--- src/rtl/hack_alu_pkg.sv ---
// Shared types for the Hack ALU arbiter: ALU control word, FSM states, default width.
package hack_alu_pkg;

  localparam int unsigned HACK_WIDTH = 16;

  // Field order matches the Hack control word {zx,nx,zy,ny,f,no}, zx in the MSB.
  typedef struct packed {
    logic zx;
    logic nx;
    logic zy;
    logic ny;
    logic f;
    logic no;
  } alu_op_t;

  typedef enum logic [1:0] {
    StIdle,
    StExec,
    StResp
  } state_e;

endpackage

--- src/rtl/hack_alu.sv ---
// Purely combinational Hack-style ALU: zero/negate each input, AND or ADD, negate output.
module hack_alu
  import hack_alu_pkg::*;
#(
  parameter int unsigned WIDTH = HACK_WIDTH
) (
  input  logic [WIDTH-1:0] x_i,
  input  logic [WIDTH-1:0] y_i,
  input  alu_op_t          op_i,
  output logic [WIDTH-1:0] out_o,
  output logic             zr_o,
  output logic             ng_o
);

  localparam int unsigned NumChunks = (WIDTH + 15) / 16;
  localparam int unsigned PadW      = NumChunks * 16;

  logic [WIDTH-1:0] x_z, x_n, y_z, y_n;
  logic [WIDTH-1:0] sum, and_res, pre;
  logic [PadW-1:0]  x_pad, y_pad, and_pad;

  assign x_z = op_i.zx ? '0 : x_i;
  assign x_n = op_i.nx ? ~x_z : x_z;
  assign y_z = op_i.zy ? '0 : y_i;
  assign y_n = op_i.ny ? ~y_z : y_z;

  // AND path is tiled from 16-bit primitives; widths that are not a multiple of 16 are zero-padded.
  assign x_pad = PadW'(x_n);
  assign y_pad = PadW'(y_n);

  for (genvar c = 0; c < NumChunks; c++) begin : g_and
    hack_and16 u_and16 (
      .a_i   (x_pad[c*16 +: 16]),
      .b_i   (y_pad[c*16 +: 16]),
      .out_o (and_pad[c*16 +: 16])
    );
  end

  assign and_res = and_pad[WIDTH-1:0];
  assign sum     = x_n + y_n;
  assign pre     = op_i.f ? sum : and_res;
  assign out_o   = op_i.no ? ~pre : pre;
  assign zr_o    = (out_o == '0);
  assign ng_o    = out_o[WIDTH-1];

endmodule

--- src/rtl/hack_and16.sv ---
// 16-bit bitwise AND primitive used as the ALU's AND path building block.
module hack_and16 (
  input  logic [15:0] a_i,
  input  logic [15:0] b_i,
  output logic [15:0] out_o
);

  assign out_o = a_i & b_i;

endmodule

--- src/rtl/hack_alu_arbiter.sv ---
// Round-robin arbiter sharing one Hack ALU among NUM_REQ requesters; one request in flight,
// result held on a single valid/ready response channel.
module hack_alu_arbiter
  import hack_alu_pkg::*;
#(
  parameter int unsigned NUM_REQ = 4,
  parameter int unsigned WIDTH   = HACK_WIDTH,
  parameter int unsigned ID_W    = $clog2(NUM_REQ)
) (
  input  logic                     clk_in,
  input  logic                     rst_n_in,
  input  logic [NUM_REQ-1:0]       req_valid_in,
  output logic [NUM_REQ-1:0]       req_ready_out,
  input  logic [NUM_REQ*WIDTH-1:0] req_a_in,
  input  logic [NUM_REQ*WIDTH-1:0] req_b_in,
  input  logic [NUM_REQ*6-1:0]     req_op_in,
  output logic                     rsp_valid_out,
  input  logic                     rsp_ready_in,
  output logic [ID_W-1:0]          rsp_id_out,
  output logic [WIDTH-1:0]         rsp_data_out,
  output logic                     rsp_zr_out,
  output logic                     rsp_ng_out
);

  state_e           state_q, state_d;
  logic [ID_W-1:0]  rr_ptr_q, rr_ptr_d;
  logic [WIDTH-1:0] cap_a_q, cap_a_d;
  logic [WIDTH-1:0] cap_b_q, cap_b_d;
  alu_op_t          cap_op_q, cap_op_d;
  logic [ID_W-1:0]  cap_id_q, cap_id_d;

  logic             rsp_valid_q, rsp_valid_d;
  logic [ID_W-1:0]  rsp_id_q, rsp_id_d;
  logic [WIDTH-1:0] rsp_data_q, rsp_data_d;
  logic             rsp_zr_q, rsp_zr_d;
  logic             rsp_ng_q, rsp_ng_d;

  logic               grant_found;
  logic [ID_W-1:0]    grant_id;
  logic [ID_W:0]      cand;
  logic [NUM_REQ-1:0] grant_vec;

  logic [WIDTH-1:0] alu_out;
  logic             alu_zr, alu_ng;

  // First valid requester at or after rr_ptr, wrapping modulo NUM_REQ.
  always_comb begin
    grant_found = 1'b0;
    grant_id    = '0;
    cand        = '0;
    for (int unsigned k = 0; k < NUM_REQ; k++) begin
      cand = {1'b0, rr_ptr_q} + (ID_W+1)'(k);
      if (cand >= (ID_W+1)'(NUM_REQ)) begin
        cand = cand - (ID_W+1)'(NUM_REQ);
      end
      if (!grant_found && req_valid_in[cand[ID_W-1:0]]) begin
        grant_found = 1'b1;
        grant_id    = cand[ID_W-1:0];
      end
    end
  end

  hack_alu #(
    .WIDTH (WIDTH)
  ) u_alu (
    .x_i   (cap_a_q),
    .y_i   (cap_b_q),
    .op_i  (cap_op_q),
    .out_o (alu_out),
    .zr_o  (alu_zr),
    .ng_o  (alu_ng)
  );

  always_comb begin
    state_d     = state_q;
    rr_ptr_d    = rr_ptr_q;
    cap_a_d     = cap_a_q;
    cap_b_d     = cap_b_q;
    cap_op_d    = cap_op_q;
    cap_id_d    = cap_id_q;
    rsp_valid_d = rsp_valid_q;
    rsp_id_d    = rsp_id_q;
    rsp_data_d  = rsp_data_q;
    rsp_zr_d    = rsp_zr_q;
    rsp_ng_d    = rsp_ng_q;
    grant_vec   = '0;

    unique case (state_q)
      StIdle: begin
        if (grant_found) begin
          grant_vec[grant_id] = 1'b1;
          cap_a_d  = req_a_in[grant_id*WIDTH +: WIDTH];
          cap_b_d  = req_b_in[grant_id*WIDTH +: WIDTH];
          cap_op_d = alu_op_t'(req_op_in[grant_id*6 +: 6]);
          cap_id_d = grant_id;
          state_d  = StExec;
        end
      end
      StExec: begin
        rsp_valid_d = 1'b1;
        rsp_id_d    = cap_id_q;
        rsp_data_d  = alu_out;
        rsp_zr_d    = alu_zr;
        rsp_ng_d    = alu_ng;
        state_d     = StResp;
      end
      StResp: begin
        if (rsp_ready_in) begin
          rsp_valid_d = 1'b0;
          rr_ptr_d    = (cap_id_q == ID_W'(NUM_REQ - 1)) ? '0 : cap_id_q + ID_W'(1);
          state_d     = StIdle;
        end
      end
      default: state_d = StIdle;
    endcase
  end

  always_ff @(posedge clk_in or negedge rst_n_in) begin
    if (!rst_n_in) begin
      state_q     <= StIdle;
      rr_ptr_q    <= '0;
      cap_a_q     <= '0;
      cap_b_q     <= '0;
      cap_op_q    <= '0;
      cap_id_q    <= '0;
      rsp_valid_q <= 1'b0;
      rsp_id_q    <= '0;
      rsp_data_q  <= '0;
      rsp_zr_q    <= 1'b0;
      rsp_ng_q    <= 1'b0;
    end else begin
      state_q     <= state_d;
      rr_ptr_q    <= rr_ptr_d;
      cap_a_q     <= cap_a_d;
      cap_b_q     <= cap_b_d;
      cap_op_q    <= cap_op_d;
      cap_id_q    <= cap_id_d;
      rsp_valid_q <= rsp_valid_d;
      rsp_id_q    <= rsp_id_d;
      rsp_data_q  <= rsp_data_d;
      rsp_zr_q    <= rsp_zr_d;
      rsp_ng_q    <= rsp_ng_d;
    end
  end

  // Grant is combinational from valid, so mask it while reset is held to keep it low.
  assign req_ready_out = grant_vec & {NUM_REQ{rst_n_in}};
  assign rsp_valid_out = rsp_valid_q;
  assign rsp_id_out    = rsp_id_q;
  assign rsp_data_out  = rsp_data_q;
  assign rsp_zr_out    = rsp_zr_q;
  assign rsp_ng_out    = rsp_ng_q;

endmodule

--- config.mk ---
export PLATFORM = sky130hd
export DESIGN_NAME = hack_alu_arbiter
export DESIGN_NICKNAME = d
export VERILOG_FILES = /design/src/rtl/hack_alu_pkg.sv /design/src/rtl/hack_alu.sv /design/src/rtl/hack_and16.sv /design/src/rtl/hack_alu_arbiter.sv
export SDC_FILE = /design/constraint.sdc
export NUM_CORES = 1
export LEC_CHECK = 0
export BUFFER_PORTS_ARGS = -buffer_cell sky130_fd_sc_hd__buf_2
export CELL_PAD_IN_SITES_DETAIL_PLACEMENT = 0
export CELL_PAD_IN_SITES_GLOBAL_PLACEMENT = 1
export CORE_AREA = 10 10 155 143
export DETAILED_ROUTE_END_ITERATION = 7
export DIE_AREA = 0 0 165 153
export PLACE_DENSITY = 0.76
export RECOVER_POWER = 50
export SLEW_MARGIN = 20
export SYNTH_ARGS = -nofsm -noshare
export SYNTH_HDL_FRONTEND = slang
export SYNTH_HIERARCHICAL = 1
export SYNTH_SLANG_ARGS = --single-unit
--- constraint.sdc ---
create_clock -name clk_in -period 11.96 [get_ports clk_in]
set_clock_uncertainty 0.1 [all_clocks]
set_input_delay 0.598 -clock clk_in [delete_from_list [all_inputs] [get_ports clk_in]]
set_output_delay 0.598 -clock clk_in [all_outputs]
set_load 0.01 [all_outputs]
; Yosys cells after proc, flatten, opt, wreduce, memory -nomap -nowiden
; Cells that the tools add are included.
; Widths: inputs -> output; s select.
[op_classes]
add_sub_neg = 9
mul = 1
magnitude_cmp = 10
n_eq_ne = 5
shift = 3
n_mux = 36
n_bitwise = 5
reduce_logical = 14
[ops]
columns = cell, count
row1 = $shiftx 64x7->16, 2
row2 = $mux 16, 6
row3 = $not 16->16, 3
row4 = $shiftx 24x6->6, 1
row5 = $mux 2, 11
row6 = $add 16x16->16, 1
row7 = $and 16x16->16, 1
row8 = $logic_not 16->1, 1
row9 = $lt 2x3->1 const B, 5
row10 = $mux 1, 10
row11 = $ge 3x3->1 const B, 3
row12 = $bmux 1 s2, 4
row13 = $mux 4, 2
row14 = $reduce_and 2->1, 4
row15 = $sub 2x1->2 const B, 4
row16 = $add 2x2->3 const B, 2
row17 = $pmux 2 s3, 1
row18 = $and 4x4->4, 1
row19 = $eq 2x2->1 const B, 2
row20 = $logic_and 1x1->1, 4
row21 = $mul 2x2->4 const B, 1
row22 = $ne 2x2->1 const B, 2
row23 = $add 2x1->3 const B, 1
row24 = $ge 2x3->1 const B, 1
row25 = other kinds (8), 10
[word_totals]
register_bits = 65
word_cells = 99

; Logic depth before layout (Yosys ltp)
; Gate-level depths: netlist of run 1.
[depth]
ltp_word = 21
depth_mapped = 15
mapped_depth_nobuf = 14

; By module
; The synthesis of run 1 kept the hierarchy.
[by_module_without_submodules]
columns = module, n_inst, cells_per_inst, area_per_inst_um2, seq_area_each_um2
row1 = hack_alu_arbiter, 1, 298, 3585.9, 1626.6
row2 = hack_alu, 1, 256, 1911.8, 0.0
row3 = hack_and16, 1, 16, 100.1, 0.0

; Worst setup path before layout of run 1
; OpenSTA, ideal clock, no wires.
[synth_path]
path_type = register -> register
startpoint = reg cap_op_q[4] (netlist bit)
endpoint = reg rsp_zr_q, in the netlist rsp_zr_out
setup_time_ps = 66
t_arrival_ps = 3918
required_time_ps = 11794
path_slack_ps = 7877
stages_incl_launch_ff = 16
synth_period_minus_slack_ps = 4083
path_cell_list = dfrtp_1 buf_6 buf_1 xnor2_1 ha_1 fa_1 a21oi_1 maj3_2 xnor2_2 a21oi_2 or3_1 a2111oi_2 o211ai_1 or4_1 nor4b_2 mux2_1
[synth_between]
elab_chain_cells = 6
elab_cells_between_ends = 7
cone_classes = add/sub: 1 / mux: 3 / bitwise: 2 / reduce/logical: 1
[synth_rtl]
columns = element, line_no
row1 = from (decl), hack_alu_arbiter.sv:29  ; alu_op_t cap_op_q, cap_op_d;
row2 = from (signal assigned), hack_alu_arbiter.sv:136  ; cap_op_q <= cap_op_d;
row3 = $mux 16 *, hack_alu.sv:23  ; assign x_n = op_i.nx ? ~x_z : x_z;
row4 = net u_alu.x_n[0], hack_alu.sv:18  ; logic [WIDTH-1:0] x_z, x_n, y_z, y_n;
row5 = $add 16x16->16 or $and 16x16->16 (tied branches), "hack_alu.sv:40, hack_and16.sv:8"
row6 = $mux 16 *, hack_alu.sv:41  ; assign pre = op_i.f ? sum : and_res;
row7 = $not 16->16, hack_alu.sv:42  ; assign out_o = op_i.no ? ~pre : pre;
row8 = $mux 16 *, hack_alu.sv:42
row9 = $logic_not 16->1 *, hack_alu.sv:43  ; assign zr_o = (out_o == '0);
row10 = net alu_zr, hack_alu_arbiter.sv:44  ; logic alu_zr, alu_ng;
row11 = to (signal assigned), hack_alu_arbiter.sv:141  ; rsp_zr_q <= rsp_zr_d;
row12 = to (decl), hack_alu_arbiter.sv:35  ; logic rsp_zr_q, rsp_zr_d;
; Mark *: on every way through the listed nets, which the timed path passes. The rest lies on a longest branch.
; A chain may end at the register's enable or synchronous reset.

; Worst setup path after layout of run 1
[layout_path]
startpoint = reg cap_op_q[2] (netlist bit)
endpoint = reg rsp_zr_q, in the netlist rsp_zr_out
[layout_between]
elab_chain_cells = 6
elab_cells_between_ends = 7
cone_classes = add/sub: 1 / mux: 3 / bitwise: 2 / reduce/logical: 1
[layout_rtl]
columns = element, line_no
row1 = $mux 16 *, hack_alu.sv:25  ; assign y_n = op_i.ny ? ~y_z : y_z;
row2 = net u_alu.y_n[0], hack_alu.sv:18
row3 = $add 16x16->16 or $and 16x16->16 (tied branches), "hack_alu.sv:40, hack_and16.sv:8"
row4 = $mux 16 *, hack_alu.sv:41
row5 = $not 16->16, hack_alu.sv:42
row6 = $mux 16 *, hack_alu.sv:42
row7 = $logic_not 16->1 *, hack_alu.sv:43
row8 = net alu_zr, hack_alu_arbiter.sv:44
; Marked as above.

==> impl_metrics.env, run 1 <==
export IMPL_grt_pass1_wl_um=26900
export IMPL_grt_pass1_vias=5064
export IMPL_die_height_um=153
export IMPL_hold_class="input port to flop"
export IMPL_p_sw_frac=0.482
export IMPL_path_max_fanout=18
export IMPL_timing_critical_path_buf_inv=0
export IMPL_worst_slack_ns=7.69
export IMPL_yosysTopAreaCell="dfrtp_1"
export IMPL_p_switching_uw=1230
export IMPL_worstPathRequired_ns=12.12
export IMPL_postCtsSetupBuffers=0
export IMPL_powerDensity_nw_per_um2=369
export IMPL_cp_num_cells=13
export IMPL_maxCapViolCount=3
export IMPL_num_rows=48
export IMPL_irDropWorstVdd_mv=0.138
export IMPL_dp_slack_ns=7.68
export IMPL_vias=4734
export IMPL_syn_area_per_cell_um2=9.82
export IMPL_drtIter0Drc=232
export IMPL_crit_arrival_ns=4.43
export IMPL_synth_nets=743
export IMPL_fin_crit_sh=0.357
export IMPL_fin_crit_ns=4.27
export IMPL_path_clk_slew_ns=0.05
export IMPL_slowest_delay_ns=0.93
export IMPL_post_route_cells_drive_above_1_share=0.297
export IMPL_synth_seq_cells=65
export IMPL_numPortBuffers=183
export IMPL_final_common_cell="buf_2"
export IMPL_start_util=0.297
export IMPL_cts_tree="built"
export IMPL_yosys_area_share_adder=0.0346
export IMPL_synth_area_um2=5600
export IMPL_io_pins=184
export IMPL_synthTopCellsByArea="dfrtp_1 (29%), mux2i_1 (14%), xnor2_1 (6.9%)"
export IMPL_worstMarginPinSlew_ns=3.43
export IMPL_yosys_area_top_type_share=0.291
export IMPL_placeableCoreArea_um2=18900
export IMPL_die_x_um=165
export IMPL_numCtsBuffers=9
export IMPL_synth_top_family_by_area="multiplexers"
export IMPL_yosysSeqAreaShare=0.291
export IMPL_hpwl_um=13300
export IMPL_p_leak_uw=0.00328
export IMPL_yosysUniqueCellTypes=63
export IMPL_cts_root_buf="clkbuf_16"
export IMPL_htree_num_levels=3
export IMPL_rsz0062_at_grt="no"
export IMPL_synth_mux_area_frac=0.182
export IMPL_gp_congestion=0.878
export IMPL_setup_tns_ns=0
export IMPL_report_power_total_uw=2560
export IMPL_postRouteWirelength_um=16600
export IMPL_synthFlopType="dfrtp_1"
export IMPL_synth_simple_gate_area_frac=0.164
export IMPL_synth_cells=570
export IMPL_p_clk_frac=0.103
export IMPL_firstDrtPassIters=5
export IMPL_synth_compound_area_frac=0.161
export IMPL_p_seq_frac=0.172
export IMPL_clock_latency_ns=0.33
export IMPL_synth_warnings=6
export IMPL_cp_top_family="simple AND/OR/NAND/NOR gates"
export IMPL_via_per_inst=4.80
export IMPL_setup_viol=0
export IMPL_rr_worst_depth=13
export IMPL_status="finished with violations"
export IMPL_syn2layout_area_growth_pct=24.0
export IMPL_grt_use_total=0.131
export IMPL_gr_total_overflow=0
export IMPL_diodes=0
export IMPL_async_reset_ff_frac=1.00
export IMPL_critical_path_slowest_cell="dfrtp_1"
export IMPL_p_comb_frac=0.725
export IMPL_drc=0
export IMPL_worstSetupPathType="flop to flop"
export IMPL_finalHoldViolations=0
export IMPL_grt_max_degree=65
export IMPL_final_max_slew_viol_count=130
export IMPL_die_area_um2=25200
export IMPL_ant_nets=0
export IMPL_antenna_found_initial=0
export IMPL_final_nets=906
export IMPL_relSlewSlack=-1.29
export IMPL_power_internal_uw=1330
export IMPL_whs_path_depth=2
export IMPL_violations="capacitance limit, slew limit"
export IMPL_crit_path_end_kind="flop"
export IMPL_start_kind="flop"
export IMPL_cts_buffer_depth=2
export IMPL_wire_per_inst_um=16.8
export IMPL_max_freq_mhz=234
export IMPL_path_cells="xnor2_1, ha_1, fa_1, a21oi_1, maj3_2, xnor2_2, a21oi_2, or3_1, a2111oi_2, o211ai_1, or4_1, nor4b_2, mux2_1"
export IMPL_clock_sinks=65
export IMPL_final_cell_mix="buf_2 (161), mux2i_1 (78), dfrtp_1 (65)"
export IMPL_synth_edf_count=0
export IMPL_synthXorXnorAreaFrac=0.119
## metal layers
layer / part of all wire / global-route usage / wire [µm] / vias up
met5: 0 / 0 / 0 / -
met4: 0.0043 / 0.0215 / 72 / 0
met3: 0.061 / 0.0400 / 1010 / 5
li1: - / - / - / 2386
met2: 0.44 / 0.197 / 7370 / 148
met1: 0.49 / 0.182 / 8160 / 2195
## Yosys cell counts (6+ instances only)
cell type  count
mux2i_1       78
dfrtp_1       65
nand2_1       50
xnor2_1       44
nand2b_1      31
a21oi_1       26
mux2_1        20
o221ai_2      20
nor2_1        19
o221ai_1      19
and2_1        18
xor2_1        16
clkbuf_1      14
ha_1          13
inv_1         11
buf_2         10
nor2b_1       10
buf_6          7
nor3b_1        7
a21o_1         6
## final timing paths
check                                 from                to  slack [ns]
hold / removal                rsp_ready_in        state_q[1]        0.38
min in group asynchronous         rst_n_in       cap_op_q[1]        0.51
setup / recovery               cap_op_q[2]        rsp_zr_out        7.69
setup reg to reg               cap_op_q[2]        rsp_zr_out        7.69
max in group asynchronous         rst_n_in  rsp_data_out[13]        7.75
hold reg to reg            rsp_data_out[8]   rsp_data_out[8]        0.38
## state kept, by name (all words and copies together), names as in the netlist, 2 cells and up
signal        count
rsp_data_out     16
cap_id_q          2
rr_ptr_q          2
cap_op_q          6
state_q           2
cap_a_q          16
cap_b_q          16
rsp_id_out        2
## area by class of cell
class / instances / area (µm²)
fill: 1992 / 11900
multi-input combinational: 453 / 3710
sequential: 65 / 1630
timing repair buffer: 192 / 951
tap: 250 / 313
clock buffer: 12 / 256
inverter: 12 / 45.0
clock inverter: 3 / 40.0
## power groups by stage
stage          clock, µW  sequential, µW  combinational [µW]
2_1_floorplan          0             405                1510
3_3_place_gp           0             443                1850
3_5_place_dp           0             446                1860
4_1_cts              272             443                1870
5_1_grt              280             461                2070
6_report             264             440                1860
## logic make-up (layout without fill, tap and decap cells)
group	count (synthesis)	after routing
DFF	65	65
xor gates and xnor gates	67	67
AOI/OAI and AO/OA	104	104
adders and majority gates	15	15
muxes	99	99
buffers and inverters	52	219
and+or+nand+nor	168	168
## metrics by stage
stage / std cells / hold WS (ns) / cell area (µm²) / utilization
6_report: 987 / 0.378 / 6940 / 0.368
3_3_place_gp: 971 / 0.290 / 6670 / 0.354
4_1_cts: 987 / 0.356 / 6980 / 0.370
5_1_grt: 987 / 0.364 / 6940 / 0.368
2_1_floorplan: 570 / 0.202 / 5600 / -
3_5_place_dp: 971 / 0.291 / 6670 / 0.354
## timing repair
action | CTS | global route
setup endpoints to repair | 0 | 0
resized for setup | 0 | 0
hold buffers | 1 | 0
hold endpoints to repair | 1 | 0
Note: power is estimated with default switching activity, not from simulation.
==> run 2, diff against run 1 <==
--- a/config.mk
+++ b/config.mk
@@ -11,7 +11,7 @@
 export CORE_AREA = 10 10 155 143
 export DETAILED_ROUTE_END_ITERATION = 7
 export DIE_AREA = 0 0 165 153
-export PLACE_DENSITY = 0.76
+export PLACE_DENSITY = 0.79
 export RECOVER_POWER = 50
 export SLEW_MARGIN = 20
 export SYNTH_ARGS = -nofsm -noshare
==> constraint.sdc (replaced) <==
create_clock -name clk_in -period 3.5 [get_ports clk_in]
set_clock_uncertainty 0.1 [all_clocks]
set_input_delay 0.175 -clock clk_in [delete_from_list [all_inputs] [get_ports clk_in]]
set_output_delay 0.175 -clock clk_in [all_outputs]
set_load 0.01 [all_outputs]
==> impl_metrics.env, run 2 (synthesis gave the netlist of run 1 again) <==
export IMPL_p_sw_frac=0.452
export IMPL_drtIter0Drc=229
export IMPL_path_max_fanout=5
export IMPL_regArea_um2=1630
export IMPL_p_clk_frac=0.092
export IMPL_path_clk_slew_ns=0.06
export IMPL_status="finished with violations"
export IMPL_worstMarginPinSlew_ns=1.35
export IMPL_final_max_slew_viol_count=0
export IMPL_p_switching_uw=4740
export IMPL_syn2layout_area_growth_pct=36.2
export IMPL_worstPathRequired_ns=3.66
export IMPL_multiInputGateArea_um2=3890
export IMPL_post_route_cells_drive_above_1_share=0.383
export IMPL_numPortBuffers=183
export IMPL_p_comb_frac=0.769
export IMPL_die_x_um=165
export IMPL_final_cell_mix="buf_2 (160), mux2i_1 (78), buf_4 (64)"
export IMPL_relSlewSlack=0.0982
export IMPL_grt_pass1_wl_um=27400
export IMPL_clock_latency_ns=0.33
export IMPL_holdCritStartpoint="req_a_in[53]"
export IMPL_cts_buffer_depth=2
export IMPL_die_height_um=153
export IMPL_p_seq_frac=0.139
export IMPL_fin_util=0.404
export IMPL_ant_nets=0
export IMPL_grt_use_total=0.134
export IMPL_cts_root_buf="clkbuf_16"
export IMPL_gr_total_overflow=0
export IMPL_violations="setup timing"
export IMPL_placeableCoreArea_um2=18900
export IMPL_grt_pass1_vias=5378
export IMPL_crit_start="cap_op_q[3]"
export IMPL_numCtsBuffers=9
export IMPL_setup_tns_ns=-0.0925
export IMPL_stdcell_area_um2=7630
export IMPL_hold_class="input port to flop"
export IMPL_crit_arrival_ns=3.75
export IMPL_finalHoldViolations=0
export IMPL_whs_path_depth=3
export IMPL_via_per_inst=4.74
export IMPL_antenna_found_initial=0
export IMPL_max_freq_mhz=278
export IMPL_vias=4966
export IMPL_start_util=0.297
export IMPL_start_kind="flop"
export IMPL_rr_endpoint="rsp_zr_out"
export IMPL_r2r_start="cap_op_q[3]"
export IMPL_crit_path_end_kind="flop"
export IMPL_worst_slack_ns=-0.0925
export IMPL_maxCapViolCount=0
export IMPL_hpwl_um=14000
export IMPL_p_leak_uw=0.00366
export IMPL_place_area_um2=7120
export IMPL_postRouteWirelength_um=17200
export IMPL_powerDensity_nw_per_um2=1380
export IMPL_fin_crit_sh=1.03
export IMPL_htree_num_levels=3
export IMPL_num_rows=48
export IMPL_io_pins=184
export IMPL_setup_viol=1
export IMPL_min_to="cap_a_q[5]"
export IMPL_num_fill_cells=1914
export IMPL_final_common_cell="buf_2"
export IMPL_worstSetupPathType="flop to flop"
export IMPL_gp_congestion=0.862
export IMPL_drc=0
export IMPL_fin_crit_ns=3.59
export IMPL_report_power_total_uw=10500
export IMPL_irDropWorstVdd_mv=0.562
export IMPL_rsz0062_at_grt="yes"
export IMPL_rr_worst_depth=14
export IMPL_cts_tree="built"
export IMPL_grt_max_degree=55
export IMPL_diodes=0
export IMPL_r2r_slack_ns=-0.09
export IMPL_power_internal_uw=5760
export IMPL_wire_per_inst_um=16.4
export IMPL_firstDrtPassIters=4
export IMPL_die_area_um2=25200
export IMPL_clock_sinks=65
export IMPL_final_nets=966
==> run 2: cell count changes in the layout (fill, tap and decap cells not counted), moves of 2 or more <==
cell,previous run,this run
a21oi_2,1,4
xnor2_1,44,38
xnor2_2,3,9
dfrtp_1,65,63
dfrtp_2,0,2
nand2b_4,0,3
buf_4,6,64
nand2b_1,30,27
a2111oi_4,0,2
a21oi_1,26,22
==> run 2: area by class of cell <==
class                      count  area share
clock buffer                  11      0.0318
sequential                    65       0.214
clock inverter                 5      0.0103
inverter                      12     0.00591
tap                          250      0.0410
multi-input combinational    453       0.511
timing repair buffer         252       0.187
==> run 2: metal layers <==
layer / global-route usage / up-vias / wire length, µm
met5: 0 / - / 0
met2: 0.213 / 144 / 7880
met3: 0.0381 / 10 / 1020
li1: - / 2510 / -
met4: 0.0308 / 0 / 191
met1: 0.175 / 2302 / 8100
==> run 2: worst max-delay path by stage <==
stage | to | slack, ns | cells after the start
floorplan | rsp_zr_out | -0.15 | 15
global placement | rsp_zr_out | -0.08 | 14
detailed placement | rsp_zr_out | -0.19 | 15
CTS | rsp_zr_out | -0.09 | 15
global route | rsp_zr_out | -0.29 | 14
finish | rsp_zr_out | -0.09 | 14
==> run 2: what timing repair did <==
| item | CTS | global route |
|---|---|---|
| gates cloned | 0 | 0 |
| gates resized for setup | 7 | 23 |
| setup buffers | 3 | 1 |
| pin swaps | 5 | 7 |
| hold buffers | 2 | 0 |
| setup endpoints to repair | 4 | 6 |
| endpoints found under the hold margin | 12 | 0 |
==> run 2: critical path, stage by stage, from the launching register on <==
cell and delay (ns):
dfrtp_2 0.43, nand2b_1 0.16, xnor2_1 0.16, ha_1 0.42, a21oi_2 0.09, maj3_2 0.35, buf_4 0.15, o211ai_1 0.19
nand2_1 0.10, xnor2_1 0.17, a21oi_1 0.09, xor2_1 0.20, or4_1 0.53, nor4b_2 0.22, mux2_1 0.16
==> run 2: power by group through the flow <==
| stage | Combinational [µW] | Clock [µW] | Sequential (µW) |
|---|---|---|---|
| 6_report | 8070 | 966 | 1460 |
| 5_1_grt | 8850 | 1030 | 1520 |
| 4_1_cts | 7660 | 989 | 1440 |
| 3_5_place_dp | 7480 | 0 | 1450 |
| 3_3_place_gp | 7400 | 0 | 1440 |
| 2_1_floorplan | 5200 | 0 | 1380 |
==> run 2: metrics by stage <==
stage               setup WS (ns)  hold WS, ns  instances
finish                    -0.0925       0.0614       1048
global route               -0.285       0.0759       1048
CTS                       -0.0865       0.0534       1047
detailed placement         -0.193       0.0244       1026
global placement          -0.0756       0.0236       1026
floorplan                  -0.147       -0.221        570
